[src/rtl/ring_vc_arbiter.sv]
// ring_vc_arbiter
//   Arbitrates NUM_VC virtual channels of a ring router. Each cycle exactly
//   one VC (vc_phase) is served. The three input buffer heads (cw, ccw, pe)
//   of that VC are decoded into one output request each. The CW, CCW and PE
//   output buffers are then arbitrated round-robin, with separate state kept
//   per VC. Grants, pops and writes are combinational; the phase and the
//   round-robin state are registered.
//
// Ports
//   clk, reset                 clock, synchronous active-high reset
//   en                         global enable (0: no grants, state holds)
//   *_in_data   [NUM_VC*DATA_W] input buffer heads, VC v at [v*DATA_W +: DATA_W]
//   *_in_valid  [NUM_VC]        head valid per VC
//   *_out_empty [NUM_VC]        output buffer empty per VC
//   *_in_clear  [NUM_VC]        pop strobe for the head of the input VC
//   *_out_data  [DATA_W]        write data for the active VC
//   *_out_enable[NUM_VC]        one-hot write strobe to the output VC
//   vc_phase    [VW]            VC served this cycle
module ring_vc_arbiter #(
    parameter  int DATA_W  = 64,
    parameter  int NUM_VC  = 2,
    parameter  int DIR_BIT = 62,
    parameter  int HOP_HI  = 55,
    parameter  int HOP_LO  = 48,
    localparam int HW      = HOP_HI - HOP_LO + 1,
    localparam int VW      = (NUM_VC > 1) ? $clog2(NUM_VC) : 1
) (
    input  logic                     clk,
    input  logic                     reset,
    input  logic                     en,
    input  logic [NUM_VC*DATA_W-1:0] cw_in_data,
    input  logic [NUM_VC*DATA_W-1:0] ccw_in_data,
    input  logic [NUM_VC*DATA_W-1:0] pe_in_data,
    input  logic [NUM_VC-1:0]        cw_in_valid,
    input  logic [NUM_VC-1:0]        ccw_in_valid,
    input  logic [NUM_VC-1:0]        pe_in_valid,
    input  logic [NUM_VC-1:0]        cw_out_empty,
    input  logic [NUM_VC-1:0]        ccw_out_empty,
    input  logic [NUM_VC-1:0]        pe_out_empty,
    output logic [NUM_VC-1:0]        cw_in_clear,
    output logic [NUM_VC-1:0]        ccw_in_clear,
    output logic [NUM_VC-1:0]        pe_in_clear,
    output logic [DATA_W-1:0]        cw_out_data,
    output logic [DATA_W-1:0]        ccw_out_data,
    output logic [DATA_W-1:0]        pe_out_data,
    output logic [NUM_VC-1:0]        cw_out_enable,
    output logic [NUM_VC-1:0]        ccw_out_enable,
    output logic [NUM_VC-1:0]        pe_out_enable,
    output logic [VW-1:0]            vc_phase
);

    // Registered state
    logic [VW-1:0]           phase_q, phase_d;
    logic [NUM_VC-1:0]       cw_pri_q, cw_pri_d;    // 1: pe_in favoured on CW
    logic [NUM_VC-1:0]       ccw_pri_q, ccw_pri_d;  // 1: pe_in favoured on CCW
    logic [NUM_VC-1:0][1:0]  pe_ptr_q, pe_ptr_d;    // PE output pointer (0..2)

    // Active VC view
    logic [DATA_W-1:0] cw_h, ccw_h, pe_h;
    logic              cw_v, ccw_v, pe_v;
    logic              cw_e, ccw_e, pe_e;
    logic              go;

    // Requests: <source>_<target>
    logic req_cw_cw, req_cw_pe, req_ccw_ccw, req_ccw_pe;
    logic req_pe_cw, req_pe_ccw, req_pe_pe;

    // Grants
    logic       g_cw_cw, g_cw_pe;     // CW output: from cw_in / pe_in
    logic       g_ccw_ccw, g_ccw_pe;  // CCW output: from ccw_in / pe_in
    logic [2:0] g_pe;                 // PE output: one-hot over cw, ccw, pe
    logic [1:0] pe_win;               // 3 = no winner
    logic [NUM_VC-1:0] vc_onehot;

    function automatic logic [DATA_W-1:0] dec_hop(input logic [DATA_W-1:0] p);
        logic [DATA_W-1:0] r;
        r = p;
        if (p[HOP_HI:HOP_LO] != '0)
            r[HOP_HI:HOP_LO] = p[HOP_HI:HOP_LO] - HW'(1);
        return r;
    endfunction

    // Select the active VC and decode requests
    always_comb begin
        cw_h  = cw_in_data[int'(phase_q)*DATA_W +: DATA_W];
        ccw_h = ccw_in_data[int'(phase_q)*DATA_W +: DATA_W];
        pe_h  = pe_in_data[int'(phase_q)*DATA_W +: DATA_W];
        cw_v  = cw_in_valid[phase_q];
        ccw_v = ccw_in_valid[phase_q];
        pe_v  = pe_in_valid[phase_q];
        cw_e  = cw_out_empty[phase_q];
        ccw_e = ccw_out_empty[phase_q];
        pe_e  = pe_out_empty[phase_q];
        go    = en & ~reset;

        req_cw_pe   = go & cw_v  & (cw_h[HOP_HI:HOP_LO] == '0) & pe_e;
        req_cw_cw   = go & cw_v  & (cw_h[HOP_HI:HOP_LO] != '0) & cw_e;
        req_ccw_pe  = go & ccw_v & (ccw_h[HOP_HI:HOP_LO] == '0) & pe_e;
        req_ccw_ccw = go & ccw_v & (ccw_h[HOP_HI:HOP_LO] != '0) & ccw_e;
        req_pe_pe   = go & pe_v  & (pe_h[HOP_HI:HOP_LO] == '0) & pe_e;
        req_pe_cw   = go & pe_v  & (pe_h[HOP_HI:HOP_LO] != '0) & ~pe_h[DIR_BIT] & cw_e;
        req_pe_ccw  = go & pe_v  & (pe_h[HOP_HI:HOP_LO] != '0) &  pe_h[DIR_BIT] & ccw_e;
    end

    // Arbitration for the active VC
    always_comb begin
        logic [2:0] r;
        int         idx;

        g_cw_cw   = req_cw_cw & (~cw_pri_q[phase_q] | ~req_pe_cw);
        g_cw_pe   = req_pe_cw & ~g_cw_cw;
        g_ccw_ccw = req_ccw_ccw & (~ccw_pri_q[phase_q] | ~req_pe_ccw);
        g_ccw_pe  = req_pe_ccw & ~g_ccw_ccw;

        // Search starts at the pointer and wraps through the other two.
        r      = {req_pe_pe, req_ccw_pe, req_cw_pe};
        pe_win = 2'd3;
        for (int k = 0; k < 3; k++) begin
            idx = (int'(pe_ptr_q[phase_q]) + k) % 3;
            if (pe_win == 2'd3 && r[idx]) pe_win = 2'(idx);
        end
        g_pe = '0;
        if (pe_win != 2'd3) g_pe[pe_win] = 1'b1;
    end

    // Next state; grants are already gated by en and reset
    always_comb begin
        phase_d   = phase_q;
        cw_pri_d  = cw_pri_q;
        ccw_pri_d = ccw_pri_q;
        pe_ptr_d  = pe_ptr_q;

        if (en) phase_d = (phase_q == VW'(NUM_VC - 1)) ? '0 : phase_q + VW'(1);

        // The side that did not win gets priority next time.
        if (g_cw_cw | g_cw_pe)     cw_pri_d[phase_q]  = g_cw_cw;
        if (g_ccw_ccw | g_ccw_pe)  ccw_pri_d[phase_q] = g_ccw_ccw;
        if (pe_win != 2'd3)        pe_ptr_d[phase_q]  = (pe_win == 2'd2) ? 2'd0 : pe_win + 2'd1;
    end

    always_ff @(posedge clk) begin
        if (reset) begin
            phase_q   <= '0;
            cw_pri_q  <= '0;
            ccw_pri_q <= '0;
            pe_ptr_q  <= '0;
        end else begin
            phase_q   <= phase_d;
            cw_pri_q  <= cw_pri_d;
            ccw_pri_q <= ccw_pri_d;
            pe_ptr_q  <= pe_ptr_d;
        end
    end

    // Output strobes and data
    always_comb begin
        vc_onehot      = NUM_VC'(1) << phase_q;

        cw_out_enable  = (g_cw_cw | g_cw_pe)     ? vc_onehot : '0;
        ccw_out_enable = (g_ccw_ccw | g_ccw_pe)  ? vc_onehot : '0;
        pe_out_enable  = (|g_pe)                 ? vc_onehot : '0;

        cw_in_clear    = (g_cw_cw | g_pe[0])             ? vc_onehot : '0;
        ccw_in_clear   = (g_ccw_ccw | g_pe[1])           ? vc_onehot : '0;
        pe_in_clear    = (g_cw_pe | g_ccw_pe | g_pe[2])  ? vc_onehot : '0;

        cw_out_data    = '0;
        if (g_cw_cw)        cw_out_data = dec_hop(cw_h);
        else if (g_cw_pe)   cw_out_data = dec_hop(pe_h);

        ccw_out_data   = '0;
        if (g_ccw_ccw)      ccw_out_data = dec_hop(ccw_h);
        else if (g_ccw_pe)  ccw_out_data = dec_hop(pe_h);

        // PE writes deliver the packet unmodified.
        pe_out_data    = '0;
        if (g_pe[0])        pe_out_data = cw_h;
        else if (g_pe[1])   pe_out_data = ccw_h;
        else if (g_pe[2])   pe_out_data = pe_h;

        vc_phase       = phase_q;
    end

endmodule
[config.mk]
export PLATFORM = sky130hd
export DESIGN_NAME = ring_vc_arbiter
export DESIGN_NICKNAME = d
export VERILOG_FILES = /design/src/rtl/ring_vc_arbiter.sv
export SDC_FILE = /design/constraint.sdc
export NUM_CORES = 1
export LEC_CHECK = 0
export ABC_CLOCK_PERIOD_IN_PS = 4300
export CAP_MARGIN = 5
export CORE_AREA = 2 2 236 238
export DETAILED_ROUTE_END_ITERATION = 8
export DIE_AREA = 0 0 238 240
export SYNTH_ARGS = -nofsm -noshare
export SYNTH_HDL_FRONTEND = slang
export SYNTH_SLANG_ARGS = --single-unit
[constraint.sdc]
create_clock -name clk -period 4.3 [get_ports clk]
set_clock_uncertainty 0.2 [all_clocks]
set_input_delay 0.645 -clock clk [delete_from_list [all_inputs] [get_ports clk]]
set_output_delay 0.645 -clock clk [all_outputs]
set_load 0.05 [all_outputs]
==> results of run 1 <==
cell usage after synthesis, types with 2 or more instances:
| cell | n |
|---|---|
| nor4_1 | 2 |
| clkbuf_1 | 35 |
| mux2_2 | 66 |
| a31o_1 | 26 |
| nor3_1 | 33 |
| nor2_1 | 32 |
| o22ai_2 | 2 |
| xor2_1 | 9 |
| buf_1 | 22 |
| buf_2 | 27 |
| o31a_1 | 2 |
| a211oi_1 | 5 |
| ha_1 | 6 |
| o22ai_1 | 64 |
| a21boi_0 | 4 |
| o21ai_1 | 33 |
| nand2_1 | 68 |
| nor3_2 | 3 |
| nor2b_1 | 2 |
| o21a_1 | 2 |
| nor4_2 | 2 |
| inv_1 | 40 |
| xnor2_1 | 8 |
| a31oi_1 | 3 |
| nand4_1 | 5 |
| or3_1 | 5 |
| nand3_1 | 70 |
| mux2i_1 | 161 |
| dfxtp_1 | 9 |
| nor3b_1 | 4 |
| a311oi_1 | 2 |
| nand2b_1 | 2 |
| o21ai_2 | 3 |
| a21oi_1 | 17 |
| buf_6 | 4 |
| o21ai_0 | 69 |
| mux2_1 | 4 |
| nand3b_1 | 26 |
| buf_4 | 12 |
| a22oi_1 | 2 |
worst max-delay path, delay by kind of cell:
family                 cells  cell delay [ps]
buffers and inverters      5             1130
AND/OR/NAND/NOR            4              960
AO/OA/AOI/OAI              3              570
flip-flops by register name (all words and copies together) (netlist names):
signal	cells
vc_phase	1
cw_pri_q	2
ccw_pri_q	2
pe_ptr_q	4
routing by layer:
layer	GRT usage, %	share of wire (%)	up-vias
li1	-	-	4583
met1	17.1	42	4478
met2	24.8	50	449
met3	2.04	6.5	36
met4	2.44	1.9	0
met5	0	0	-
layout make-up:
type                       count  area share [%]
timing repair buffer         673            51.2
multi-input combinational    773            40.3
tap                          704            5.77
sequential                     9            1.20
inverter                      41            1.01
clock buffer                   4           0.516
power by group:
part | total, mW | internal [mW] | leakage [nW] | switching [mW]
combinational | 1.54 | 0.766 | 5.59 | 0.771
sequential | 0.0920 | 0.0863 | 0.0735 | 0.00575
clock | 0.162 | 0.124 | 0.0382 | 0.0382
cells by family after synthesis:
family | Yosys count
AO/OA/AOI/OAI | 245
adder cells (fa/ha/maj) | 6
other | 1
XOR/XNOR | 17
multiplexers | 234
AND/OR/NAND/NOR | 265
flip-flops | 9
buffers and inverters | 141
metrics by stage:
step / util [%] / instances
2_1_floorplan: - / 923
3_3_place_gp: 27.4 / 2187
3_5_place_dp: 27.4 / 2187
4_1_cts: 27.6 / 2192
5_1_grt: 27.9 / 2204
6_report: 27.9 / 2204
what timing repair did:
action,in CTS,in global routing
cloned,0,2
pin swaps,0,4
endpoints found under the hold margin,0,0
resized for setup,1,12
buffers inserted,1,10
hold buffers,0,0
endpoints found under the setup margin,4,61
worst min-delay path by stage:
stage,start,depth (start not counted),to,slack [ps]
floorplan,cw_pri_q[0]$_SDFFE_PP0P_,1,cw_pri_q[0]$_SDFFE_PP0P_,240
global placement,ccw_pri_q[1]$_SDFFE_PP0P_,1,ccw_pri_q[1]$_SDFFE_PP0P_,260
detailed placement,cw_pri_q[0]$_SDFFE_PP0P_,1,cw_pri_q[0]$_SDFFE_PP0P_,280
CTS,cw_pri_q[0]$_SDFFE_PP0P_,1,cw_pri_q[0]$_SDFFE_PP0P_,290
global route,pe_ptr_q[2]$_SDFFE_PP0P_,2,pe_ptr_q[2]$_SDFFE_PP0P_,300
finish,ccw_pri_q[1]$_SDFFE_PP0P_,1,ccw_pri_q[1]$_SDFFE_PP0P_,290
==> out/metrics.yaml, run 1 <==
status: "finished clean"
cellPowerDensity_nw_per_um2: 117
worst_pin_slew_ps: 830
clockBufferDepth: 2
clock.fmax_mhz: 240
clk_transition_reported_paths_ps: 40
portBuffers: 597
areaGrowthSynthToFinish_pct: 137
dr.pass1.iters: 4
clock_latency_ps: 230
drive_gt1_share_pct: 29.2
synthSimpleGateAreaFrac_pct: 21.7
via_per_inst: 4.33
maxCapViolations: 0
antenna_found_initial: 0
nFillCells: 5748
synthAdderAreaFrac_pct: 1.17
hpwl_mm: 36.9
numCtsBuffers: 3
worstPathRequired_ps: 3450
yosys-top-cells-area: "mux2i_1 (25%), mux2_2 (12%), o22ai_1 (6.2%), nand3_1 (5.4%), o21ai_0 (5.4%)"
synth-edff-count: 0
synth_compound_area_share_pct: 23.9
timing.rr.end: "pe_ptr_q[0]$_SDFFE_PP0P_"
detail-route-antenna-nets: 0
ys.flop_type: "dfxtp_1"
final-hold-violation-count: 0
ys_ff_latch: 9
io_pins: 604
crit_fanout: 18
synth_xor_area_share_pct: 2.31
crit_path_end: "pe_out_data[23]"
setup_ws_ps: 133
rrSetupSlack_ps: 1030
seqCellArea_um2: 184
crit_chain: "clkdlybuf4s50_1, nor4b_4, o211ai_4, nor4_4, o21ai_2, nand2_4, buf_12, clkbuf_16, buf_12, nand2_1, a31o_2, buf_4"
synth_area_um2: 6430
die_x_um: 238
synth_top_area_share_pct: 25.1
crit_path_frequent_cell: "buf_12"
start_kind: "primary input"
fp-row-count: 86
drc: 0
multi_input_area_um2: 6150
end_kind: "output port"
synthArstFlopShare_pct: 0
slowest_delay_ps: 470
p_total_mw: 1.79
cp-startpoint: "cw_in_data[117]"
layout_commonest_cell: "clkdlybuf4s50_1"
yosysSeqAreaShare_pct: 2.80
ys.warnings.count: 0
grt_max_degree: 100
fin_crit_ps: 4170
overflow: 0
nets: 1906
max_slew_margin_pct: 44.7
htreeDepth: 1
n_antenna_cell: 0
netlist_instances: 918
period_share_pct: 96.9
crit_arrival_ps: 3320
synth_top_family_by_area: "multiplexers"
num_vias: 9546
crit_path_top_delay_cell: "clkdlybuf4s50_1"
r2r-start: "vc_phase$_SDFFE_PP0P_"
grtUsageTotal_pct: 13.6
cts.sinks: 9
syn_area_per_cell_um2: 7.01
fin_tns_setup_ps: 0
wl_mm: 43.5
dpl_cell_area_um2: 15000
reg2reg_depth: 11
grt_pass1_vias: 9398
setup_viol: 0
start_util_pct: 11.8
wl_per_cell_um: 19.8
synth_mux_area_share_pct: 38.1
leakagePower_nw: 5.70
place_ws_ps: -34.0
die_h_um: 240
grt_pass1_wl_mm: 59.6
ir_worst_vdd_uv: 108
hold-worst-slack_ps: 288
criticalPathCategory: "primary input to output port"
hp-class: "register to register"
cts_tree: "yes"
post-route-cell-area_um2: 15300
layout_common_cells: "clkdlybuf4s50_1 (399), mux2i_1 (158), buf_12 (135)"
gp_congestion: 0.852
drv_slew: 0
root_buffer: "clkbuf_16"
core_um2: 54700
synthDistinctLibCells: 67
drtIter0Drc: 481
die_area_um2: 57100
yosysTopAreaCell: "mux2i_1"
Note: power is estimated with default switching activity, not from simulation.
==> run 2, diff against run 1 <==
- GPL_ROUTABILITY_DRIVEN: default -> 0
==> results of run 2 <==
Same layout as run 1: the final DEF is identical, and so are final timing and power.
==> run 3, diff against run 2 <==
- CTS_CLUSTER_SIZE: default -> 24
==> results of run 3 <==
Same layout as run 1: the final DEF is identical, and so are final timing and power.
